===== src/rtl/dmem_arbiter.sv =====
// rtl/dmem_arbiter.sv - two-requester arbiter/sequencer for the single-port data memory
// Optional feature macro: DMEM_ARB_RR_EN (round-robin on contention; default is fixed priority to requester 0).
module dmem_arbiter #(
  parameter int AW = 32,
  parameter int DW = 32
) (
  input  logic          i_clk,
  input  logic          i_rst,

  input  logic          i_r0_valid,
  output logic          o_r0_ready,
  input  logic [AW-1:0] i_r0_addr,
  input  logic [DW-1:0] i_r0_write_data,
  input  logic [DW-1:0] i_r0_write_mask,
  input  logic          i_r0_write_enable,
  input  logic          i_r0_lock,
  output logic          o_r0_rvalid,
  output logic [DW-1:0] o_r0_rdata,

  input  logic          i_r1_valid,
  output logic          o_r1_ready,
  input  logic [AW-1:0] i_r1_addr,
  input  logic [DW-1:0] i_r1_write_data,
  input  logic [DW-1:0] i_r1_write_mask,
  input  logic          i_r1_write_enable,
  input  logic          i_r1_lock,
  output logic          o_r1_rvalid,
  output logic [DW-1:0] o_r1_rdata,

  output logic [AW-1:0] o_mem_addr,
  output logic [DW-1:0] o_mem_write_data,
  output logic [DW-1:0] o_mem_write_mask,
  output logic          o_mem_write_enable,
  input  logic [DW-1:0] i_mem_read_data
);

  typedef enum logic [1:0] {
    ARB   = 2'd0,
    LOCK0 = 2'd1,
    LOCK1 = 2'd2
  } state_t;

  state_t state;
  logic   last_grant;
  logic   grant0;
  logic   grant1;
  logic   accept0;
  logic   accept1;

  // A lock owner excludes the other requester even while the owner is idle.
  always_comb begin
    grant0 = 1'b0;
    grant1 = 1'b0;
    case (state)
      ARB: begin
        if (i_r0_valid && i_r1_valid) begin
`ifdef DMEM_ARB_RR_EN
          grant0 = last_grant;
          grant1 = ~last_grant;
`else
          grant0 = 1'b1;
`endif
        end else begin
          grant0 = i_r0_valid;
          grant1 = i_r1_valid;
        end
      end
      LOCK0:   grant0 = i_r0_valid;
      LOCK1:   grant1 = i_r1_valid;
      default: begin
        grant0 = 1'b0;
        grant1 = 1'b0;
      end
    endcase
  end

  assign accept0    = i_r0_valid & grant0;
  assign accept1    = i_r1_valid & grant1;
  assign o_r0_ready = grant0;
  assign o_r1_ready = grant1;

  // Requester 0 owns the memory bus whenever requester 1 is not granted.
  always_comb begin
    o_mem_addr         = i_r0_addr;
    o_mem_write_data   = i_r0_write_data;
    o_mem_write_mask   = i_r0_write_mask;
    o_mem_write_enable = grant0 & i_r0_write_enable;
    if (grant1) begin
      o_mem_addr         = i_r1_addr;
      o_mem_write_data   = i_r1_write_data;
      o_mem_write_mask   = i_r1_write_mask;
      o_mem_write_enable = i_r1_write_enable;
    end
  end

  always_ff @(posedge i_clk or posedge i_rst) begin
    if (i_rst) begin
      state       <= ARB;
      last_grant  <= 1'b1;
      o_r0_rvalid <= 1'b0;
      o_r1_rvalid <= 1'b0;
      o_r0_rdata  <= '0;
      o_r1_rdata  <= '0;
    end else begin
      o_r0_rvalid <= accept0;
      o_r1_rvalid <= accept1;
      // Read data is captured at the grant edge, so writes return the pre-write word.
      if (accept0) o_r0_rdata <= i_mem_read_data;
      if (accept1) o_r1_rdata <= i_mem_read_data;
      last_grant <= accept1 ? 1'b1 : (accept0 ? 1'b0 : last_grant);
      case (state)
        ARB: begin
          if (accept0 && i_r0_lock)      state <= LOCK0;
          else if (accept1 && i_r1_lock) state <= LOCK1;
        end
        LOCK0:   if (accept0 && !i_r0_lock) state <= ARB;
        LOCK1:   if (accept1 && !i_r1_lock) state <= ARB;
        default: state <= ARB;
      endcase
    end
  end

endmodule


===== config.mk =====
export PLATFORM = sky130hd
export DESIGN_NAME = dmem_arbiter
export DESIGN_NICKNAME = d
export VERILOG_FILES = /design/src/rtl/dmem_arbiter.sv
export SDC_FILE = /design/constraint.sdc
export NUM_CORES = 1
export LEC_CHECK = 0
export ABC_CLOCK_PERIOD_IN_PS = 2700
export CORE_AREA = 2 2 154 156
export CTS_CLUSTER_DIAMETER = 150
export DETAILED_ROUTE_END_ITERATION = 8
export DIE_AREA = 0 0 156 158
export GPL_TIMING_DRIVEN = 0
export PLACE_DENSITY = 0.49
export RECOVER_POWER = 50
export SLEW_MARGIN = 0
export SYNTH_ARGS = -nofsm -noshare
export SYNTH_HDL_FRONTEND = slang
export SYNTH_SLANG_ARGS = --single-unit
export TNS_END_PERCENT = 30

===== constraint.sdc =====
create_clock -name i_clk -period 2.7 [get_ports i_clk]
set_input_delay 0.81 -clock i_clk [delete_from_list [all_inputs] [get_ports i_clk]]
set_output_delay 0.81 -clock i_clk [all_outputs]
set_load 0.03 [all_outputs]

==> results of run 1 <==
[synthesized netlist by cell type]
| cell type | n |
|---|---|
| a21oi_1 | 1 |
| a22o_1 | 1 |
| buf_6 | 11 |
| clkinv_1 | 1 |
| dfrtp_1 | 68 |
| nand2b_1 | 1 |
| nand2_1 | 96 |
| inv_1 | 5 |
| clkbuf_1 | 6 |
| buf_4 | 1 |
| buf_2 | 3 |
| mux2_4 | 98 |
| nand3b_2 | 1 |
| nor2b_1 | 1 |
| nor3_1 | 1 |
| mux2i_1 | 1 |
| mux2_2 | 30 |
| nor2_1 | 1 |
[final timing paths]
| path | start | slack [ns] | endpoint |
|---|---|---|---|
| worst max-delay path | i_r0_valid | -0.05 | o_mem_addr[1] |
| worst min-delay path | state[0] | 0.46 | state[1] |
| worst max register to register | state[1] | 0.97 | o_r0_rdata[20] |
| worst min register to register | state[0] | 0.46 | state[1] |
| max in group asynchronous | i_rst | 1.09 | o_r0_rdata[17] |
| min in group asynchronous | i_rst | 1.03 | o_r0_rdata[24] |
[repair_timing]
action,in CTS,in global routing
gates cloned,4,5
buffers inserted,8,1
gates resized for setup,705,26
setup endpoints to repair,99,98
pin swaps,2,1
[critical path: cells and delay by family]
kind	cells	cell delay [ns]
AND/OR/NAND/NOR	2	0.21
multiplexers	1	0.32
buffers and inverters	4	0.59
[kinds of logic (layout without fill, tap and decap cells)]
| kind of cell | after synthesis | after routing | share of synthesized area |
|---|---|---|---|
| DFF | 68 | 68 | 0.413 |
| other | 0 | 1 | 0 |
| buffers and inverters | 27 | 454 | 0.0465 |
| muxes | 129 | 129 | 0.442 |
| AOI/OAI and AO/OA | 2 | 2 | 0.00334 |
| and+or+nand+nor | 101 | 101 | 0.0954 |
[report_power, final]
part	internal (W)	switching [W]	total, W
Clock	0.000632	0.000479	0.00111
Sequential	0.00124	0.000132	0.00138
Combinational	0.00151	0.00138	0.00290
[state kept, by name, summed over array words and instances (netlist names)]
register and count:
o_r0_rvalid 1, o_r1_rvalid 1, state 2, o_r0_rdata 32, o_r1_rdata 32
[area by class of cell]
cell class / count / area, µm²
fillers: 2188 / 13800
repair buffers: 413 / 4380
multi-input cells: 232 / 2250
flip-flops and latches: 68 / 1700
well taps: 290 / 363
plain buffers: 19 / 263
clock buffers: 9 / 225
clock inverters: 7 / 55.1
inverters: 6 / 30.0
diodes: 1 / 2.50
[stage by stage]
step / hold WS [ns] / TNS (ns) / instance area, µm²
6_report: 0.461 / -1.90 / 9270
5_1_grt: 0.493 / -5.25 / 9270
4_1_cts: 0.465 / -12.54 / 9110
3_5_place_dp: 0.447 / -108.13 / 8480
3_3_place_gp: 0.435 / -178.90 / 8470
2_1_floorplan: 0.418 / 0 / 4150
[layer usage]
layer	up-vias	routed length, µm	track usage
met1	1979	6820	0.149
met5	-	0	0
met2	223	10500	0.270
met3	26	1650	0.0463
met4	0	363	0.0424
li1	1951	-	-
==> out/metrics.csv, run 1 <==
metric;value;unit
num ports;397;
post-synth cell types;18;
vias in the first global route;4442;
Reg2Reg Depth;7;
port buffer count;396;
violated checks;setup timing;
syn_area_per_cell;12.6;µm²
Final Cycle Share;1.02;
Global Route Usage Sum;0.142;
cell taking the most area after synthesis;dfrtp_1;
arrival time worst endpoint;1.94;ns
via/cell ratio;4.00;
Cells after Synth;327;
die area;24600;µm²
fraction of layout cells with a size suffix above 1;0.373;
CP Launch Type;primary input;
Max IR drop VDD;0.000287;V
commonest cells after routing, fill and taps aside;293 x clkdlybuf4s50_1, 98 x mux2_4, 96 x nand2_1;
register area share after synthesis;0.413;
Die Span X;156;µm
DRT iter0 DRCs;150;
CTS tree;done;
Hold Fails Final Rpt;0;
DP Cell Count;1013;
HP Class;reg2reg;
hold buffer count at cts;0;
DP HPWL;15.3;mm
GRT Residual Overflow;0;
commonest non-fill, non-tap cell in the layout;clkdlybuf4s50_1;
PwrDens;581;nW/µm²
final setup fails;72;
DRC Markers;0;
PnR worst setup slack;-0.0521;ns
Via Count;4179;
Final Non-Filler Cells;1045;
max_slew headroom;0.409;
first-pass GRT wire length;26.3;mm
gpl congestion;0.781;
Crit Path Class;in2out;
Final Skew;0.00648;ns
worst skew pair latency;0.33;ns
Initial Util;0.179;
clock buffer count from CTS;9;
Yosys top cell area share;0.413;
Clock H-tree levels;3;
crit-path cells;buf_8 > nand2b_4 > nand3b_4 > clkbuf_16 > buf_12 > mux2_4 > buf_6;
antenna violations before repair;1;
Worst Tran Pin Value;0.887;ns
min Tclk post-route;2.75;ns
Max-Cap Viols;0;
status;complete, but fails checks;
fmax;363;MHz
largest net degree at the start of global routing;69;
worst endpoint required time;1.89;ns
slowest CP cell;mux2_4;
WL per Instance;18.5;µm
RSZ-0062 raised after global routing;yes;
Synth Warn #;0;
Die H;158;µm
Total Nets Final;981;
pre-CTS setup slack;-1.19;ns
Synth area leaders;dfrtp_1 41%, mux2_4 36%, nand2_1 8.7%;
synthesis-to-finish area growth;125;%
Clock Sinks;68;
Design Power;0.00538;W
core area;23100;µm²
clock root cell;clkbuf_16;
Leak;4.36;nW
crit end category;output port;
Reg clk slew, reported paths;0.06;ns
WHS Path Cells;1;
First-pass DRT Iterations;4;
mapped cell area;4120;µm²
Max FO, Critical Path;5;
Final ANT Viol Nets;0;
synthesized flop and latch total;68;
Cell Rows;56;
Mapped Nets;559;
slowest cell delay on critical path;0.32;ns
worst-case clock buffer depth;2;
Core Util, Final;0.402;
final slew viol count;0;
drt total wl;19.4;mm
Power figures use the tool's default switching activity.
==> run 2, diff against run 1 <==
--- a/config.mk
+++ b/config.mk
@@ -11,8 +11,10 @@
 export DETAILED_ROUTE_END_ITERATION = 8
 export DIE_AREA = 0 0 156 158
 export GPL_TIMING_DRIVEN = 0
+export HOLD_SLACK_MARGIN = 0.12
 export PLACE_DENSITY = 0.49
 export RECOVER_POWER = 50
+export SKIP_LAST_GASP = 1
 export SLEW_MARGIN = 0
 export SYNTH_ARGS = -nofsm -noshare
 export SYNTH_HDL_FRONTEND = slang
==> out/metrics.csv, run 2 (synthesized netlist as in run 1, its figures left out) <==
metric;value;unit;change
First-pass DRT Iterations;4;;unchanged
Final Non-Filler Cells;1041;;was 1,045
WL per Instance;18.3;µm;was 18.5 µm
Via Count;4156;;was 4,179
Reg clk slew, reported paths;0.06;ns;about the same
Design Power;0.00532;W;was 0.00538 W
Cell Rows;56;;unchanged
Initial Util;0.179;;unchanged
HP Class;reg2reg;;unchanged
Final Skew;0.00620;ns;was 0.00648 ns
Clock H-tree levels;3;;unchanged
DRT iter0 DRCs;152;;was 150
DP Cell Count;1013;;unchanged
Die Span X;156;µm;unchanged
final setup fails;36;;was 72
WHS Path Cells;1;;unchanged
DP HPWL;15.3;mm;unchanged
PnR worst setup slack;-0.0220;ns;was -0.0521 ns
via/cell ratio;3.99;;was 4.00
largest net degree at the start of global routing;69;;unchanged
Buf/Inv on CP;4;;unchanged
status;complete, but fails checks;;unchanged
max_slew headroom;0.406;;was 0.409
Die H;158;µm;unchanged
violated checks;setup timing;;unchanged
num ports;397;;unchanged
Max-Cap Viols;0;;unchanged
Worst Tran Pin Value;0.891;ns;was 0.887 ns
clock buffer count from CTS;9;;unchanged
Reg2Reg Depth;6;;was 7
crit end category;output port;;unchanged
Largest delay share family, worst path;buffers and inverters;;unchanged
gpl congestion;0.781;;unchanged
CP Launch Type;primary input;;unchanged
final slew viol count;0;;unchanged
slowest CP cell;mux2_4;;unchanged
fraction of layout cells with a size suffix above 1;0.367;;was 0.373
synthesis-to-finish area growth;120;%;was 125%
commonest non-fill, non-tap cell in the layout;clkdlybuf4s50_1;;unchanged
vias in the first global route;4443;;was 4,442
commonest cells after routing, fill and taps aside;293 x clkdlybuf4s50_1, 98 x mux2_4, 96 x nand2_1;;unchanged
DRC Markers;0;;unchanged
slowest cell delay on critical path;0.30;ns;was 0.32 ns
fmax;367;MHz;was 363 MHz
reg2reg setup slack;0.65;ns;was 0.97 ns
PwrDens;587;nW/µm²;was 581 nW/µm²
Max FO, Critical Path;8;;was 5
port buffer count;396;;unchanged
fill count;2210;;was 2,188
clock root cell;clkbuf_16;;unchanged
crit-path cells;buf_8 > nand2b_4 > nand3b_4 > buf_12 > clkbuf_16 > mux2_4 > buf_6;;was buf_8 > nand2b_4 > nand3b_4 > clkbuf_16 > buf_12 > mux2_4 > buf_6
CTS tree;done;;unchanged
die area;24600;µm²;unchanged
Crit Path Class;in2out;;unchanged
first-pass GRT wire length;26.3;mm;about the same
Global Route Usage Sum;0.142;;about the same
worst endpoint required time;1.89;ns;about the same
Final Cycle Share;1.01;;was 1.02
DP Area;8480;µm²;unchanged
critical path depth;7;;unchanged
Total Nets Final;977;;was 981
antenna violations before repair;1;;unchanged
Final ANT Viol Nets;0;;unchanged
worst-case clock buffer depth;2;;unchanged
Top Registers;o_r0_rdata (32), o_r1_rdata (32), state (2);;unchanged
Leak;4.27;nW;was 4.36 nW
worst skew pair latency;0.33;ns;about the same
Max IR drop VDD;0.000287;V;about the same
arrival time worst endpoint;1.91;ns;was 1.94 ns
GRT Residual Overflow;0;;unchanged
min Tclk post-route;2.72;ns;was 2.75 ns
RSZ-0062 raised after global routing;yes;;unchanged
Hold Fails Final Rpt;0;;unchanged
core area;23100;µm²;unchanged
Clock Sinks;68;;unchanged
fin area;9060;µm²;was 9270 µm²
drt total wl;19.1;mm;was 19.4 mm
-- run 2: final timing paths --
kind,from,end
max in group asynchronous,i_rst,o_r0_rdata[17]
setup / recovery,i_r0_valid,o_mem_write_data[20]
min in group asynchronous,i_rst,o_r0_rdata[24]
hold reg to reg,state[0],state[1]
hold / removal,state[0],state[1]
setup reg to reg,state[1],o_r1_rdata[2]
-- run 2: report_power, final --
part,internal (W),switching [W]
sequential,0.00124,0.000133
clock,0.000632,0.000483
combinational,0.00146,0.00137
-- run 2: per-layer routing --
| layer | global-route usage | wire, µm | share of wire |
|---|---|---|---|
| met5 | 0 | 0 | 0 |
| met4 | 0.0424 | 377 | 0.020 |
| met3 | 0.0463 | 1620 | 0.085 |
| met2 | 0.270 | 10400 | 0.54 |
| met1 | 0.148 | 6710 | 0.35 |
-- run 2: worst reg2reg max path, cell delays in order, from the launching register on --
cell	delay, ns
dfrtp_1	0.40
nand2b_4	0.17
nand3b_4	0.12
buf_12	0.18
buf_12	0.13
clkbuf_1	0.59
mux2_4	0.35
-- run 2: repair_timing --
item / CTS / global route
pin swaps: 2 / 0
gates cloned: 4 / 2
gates resized for setup: 667 / 22
endpoints found under the hold margin: 0 / 0
endpoints found under the setup margin: 99 / 99
buffers inserted: 8 / 0
hold buffers: 0 / 0
-- run 2: layout make-up --
type,count,area [µm²],share of cell area
Antenna cell,1,2.50,0.000276
Buffer,19,263,0.0290
Clock buffer,9,225,0.0248
Clock inverter,7,55.1,0.00607
Inverter,6,32.5,0.00359
Multi-Input combinational cell,232,2250,0.248
Sequential cell,68,1700,0.188
Tap cell,290,363,0.0400
Timing Repair Buffer,409,4170,0.460
-- run 2: stage by stage --
step | util | setup slack, ns | setup TNS [ns] | hold WS [ns]
after detailed placement | 0.368 | -1.19 | -108.13 | 0.447
after floorplan | - | 0.00207 | 0 | 0.418
after global routing | 0.393 | -0.0582 | -3.06 | 0.493
after CTS | 0.391 | -0.168 | -13.45 | 0.465
final | 0.393 | -0.0220 | -0.386 | 0.461
after global placement | 0.368 | -1.17 | -178.90 | 0.435
==> run 3, diff against run 2 <==
--- a/config.mk
+++ b/config.mk
@@ -10,7 +10,6 @@
 export CTS_CLUSTER_DIAMETER = 150
 export DETAILED_ROUTE_END_ITERATION = 8
 export DIE_AREA = 0 0 156 158
-export GPL_TIMING_DRIVEN = 0
 export HOLD_SLACK_MARGIN = 0.12
 export PLACE_DENSITY = 0.49
 export RECOVER_POWER = 50
==> constraint.sdc (replaced) <==
create_clock -name i_clk -period 2.7 [get_ports i_clk]
set_input_delay 0.81 -clock i_clk [delete_from_list [all_inputs] [get_ports i_clk]]
set_output_delay 0.81 -clock i_clk [all_outputs]
set_load 0.02 [all_outputs]
==> out/metrics.csv, run 3 (synthesized netlist as in run 1, its figures left out) <==
metric;value;unit;change
status;complete, but fails checks;;unchanged
violated checks;setup timing;;unchanged
Hold Fails Final Rpt;0;;unchanged
worst skew pair latency;0.33;ns;about the same
Final Cycle Share;1.04;;was 1.01
Max FO, Critical Path;6;;was 8
die area;24600;µm²;unchanged
Worst Tran Pin Value;0.960;ns;was 0.891 ns
arrival time worst endpoint;2.00;ns;was 1.91 ns
fin area;9040;µm²;was 9060 µm²
PwrDens;549;nW/µm²;was 587 nW/µm²
drt total wl;19.4;mm;was 19.1 mm
reg2reg setup slack;0.39;ns;was 0.65 ns
DP Cell Count;1005;;was 1,013
DRC Markers;0;;unchanged
DRT iter0 DRCs;138;;was 152
first-pass GRT wire length;26.7;mm;was 26.3 mm
num ports;397;;unchanged
via/cell ratio;3.98;;was 3.99
CP Launch Type;primary input;;unchanged
crit-path cells;buf_8 > nand2b_4 > nand3b_4 > buf_12 > buf_12 > buf_16 > mux2_4 > buf_6;;was buf_8 > nand2b_4 > nand3b_4 > buf_12 > clkbuf_16 > mux2_4 > buf_6
vias in the first global route;4381;;was 4,443
core area;23100;µm²;unchanged
Global Route Usage Sum;0.145;;was 0.142
Reg clk slew, reported paths;0.06;ns;about the same
GRT Residual Overflow;0;;unchanged
final setup fails;61;;was 36
Final Skew;0.0126;ns;was 0.00620 ns
Clock H-tree levels;3;;unchanged
Top Registers;o_r0_rdata (32), o_r1_rdata (32), state (2);;unchanged
Die Span X;156;µm;unchanged
synthesis-to-finish area growth;120;%;about the same
Die H;158;µm;unchanged
port buffer count;396;;unchanged
Crit Path Class;in2out;;unchanged
hold buffer count at cts;0;;unchanged
fmax;356;MHz;was 367 MHz
Crit path top cell by count;buf_12;;
Cell Rows;56;;unchanged
fraction of layout cells with a size suffix above 1;0.363;;was 0.367
Design Power;0.00496;W;was 0.00532 W
min Tclk post-route;2.81;ns;was 2.72 ns
clock root cell;clkbuf_16;;unchanged
final slew viol count;0;;unchanged
Via Count;4138;;was 4,156
Clock Sinks;68;;unchanged
First-pass DRT Iterations;3;;was 4
Initial Util;0.179;;unchanged
Total Nets Final;978;;was 977
Ant. Diodes;0;;was 1
worst endpoint required time;1.89;ns;about the same
clock buffer count from CTS;9;;unchanged
RSZ-0062 raised after global routing;yes;;unchanged
largest net degree at the start of global routing;43;;was 69
worst-case clock buffer depth;2;;unchanged
CTS tree;done;;unchanged
fill count;2239;;was 2,210
Final Non-Filler Cells;1040;;was 1,041
max_slew headroom;0.360;;was 0.406
DP Area;8430;µm²;was 8480 µm²
slowest CP cell;mux2_4;;unchanged
Final Hold Slack;0.456;ns;was 0.461 ns
Leak;4.25;nW;was 4.27 nW
commonest non-fill, non-tap cell in the layout;clkdlybuf4s50_1;;unchanged
commonest cells after routing, fill and taps aside;292 x clkdlybuf4s50_1, 96 x nand2_1, 96 x mux2_4;;was 293 x clkdlybuf4s50_1, 98 x mux2_4, 96 x nand2_1
HP Class;reg2reg;;unchanged
WL per Instance;18.7;µm;was 18.3 µm
Final ANT Viol Nets;0;;unchanged
Max IR drop VDD;0.000311;V;was 0.000287 V
slowest cell delay on critical path;0.30;ns;about the same
gpl congestion;0.769;;was 0.781
antenna violations before repair;0;;was 1
Max-Cap Viols;0;;unchanged
crit end category;output port;;unchanged
DP HPWL;14.8;mm;was 15.3 mm
PnR worst setup slack;-0.106;ns;was -0.0220 ns
-- run 3: changes by cell type in the layout (fill, tap and decap cells not counted), moves of 4 or more --
cell / previous run / this run
buf_4: 4 / 20
clkbuf_1: 6 / 2
buf_2: 24 / 20
buf_6: 72 / 49
clkdlybuf4s15_2: 0 / 19
buf_16: 3 / 9
buf_8: 6 / 1
-- run 3: worst paths after layout --
check,from,endpoint,cells after the start
setup / recovery,i_r0_valid,o_mem_write_data[7],8
hold / removal,state[0],state[1],1
setup reg to reg,state[1],o_r1_rdata[27],7
hold reg to reg,state[0],state[1],1
max in group asynchronous,i_rst,state[0],3
min in group asynchronous,i_rst,o_r1_rdata[10],2
-- run 3: area by class of cell --
type	instances	area, µm²	share of cell area
clock buffers	9	225	0.0249
repair buffers	429	4460	0.493
multi-input cells	232	2230	0.247
flip-flops and latches	68	1700	0.188
clock inverters	6	41.3	0.00457
well taps	290	363	0.0401
inverters	6	22.5	0.00249
-- run 3: metal layers --
layer,track usage,share of wire,vias up
met1,0.174,0.40,1966
met4,0.0197,0.0041,0
li1,-,-,1943
met5,0,0,-
met3,0.0465,0.084,8
met2,0.260,0.51,221
-- run 3: stage by stage --
stage                     TNS [ns]  utilization  setup slack, ns
after floorplan                  0            -           0.0553
after global placement      -87.79        0.366           -0.900
after detailed placement    -89.01        0.366           -0.927
after CTS                    -8.07        0.395           -0.119
after global routing         -7.50        0.392           -0.152
final                        -3.97        0.392           -0.106
-- run 3: repair_timing --
action,4_1_cts,5_1_grt
buffers inserted,12,1
setup endpoints to repair,99,99
pin swaps,1,0
gates cloned,9,0
resized for setup,461,56
-- run 3: report_power, final --
group	total [W]	internal, W	switching, W	leakage (nW)
registers	0.00137	0.00124	0.000127	0.818
clock network	0.00106	0.000615	0.000449	0.124
logic	0.00253	0.00144	0.00108	3.31
total	0.00496	0.00330	0.00166	4.25
-- run 3: worst max-delay path, delay by kind of cell --
kind	cells	cell delay [ns]
simple gates	2	0.19
buf+inv	5	0.70
mux	1	0.30
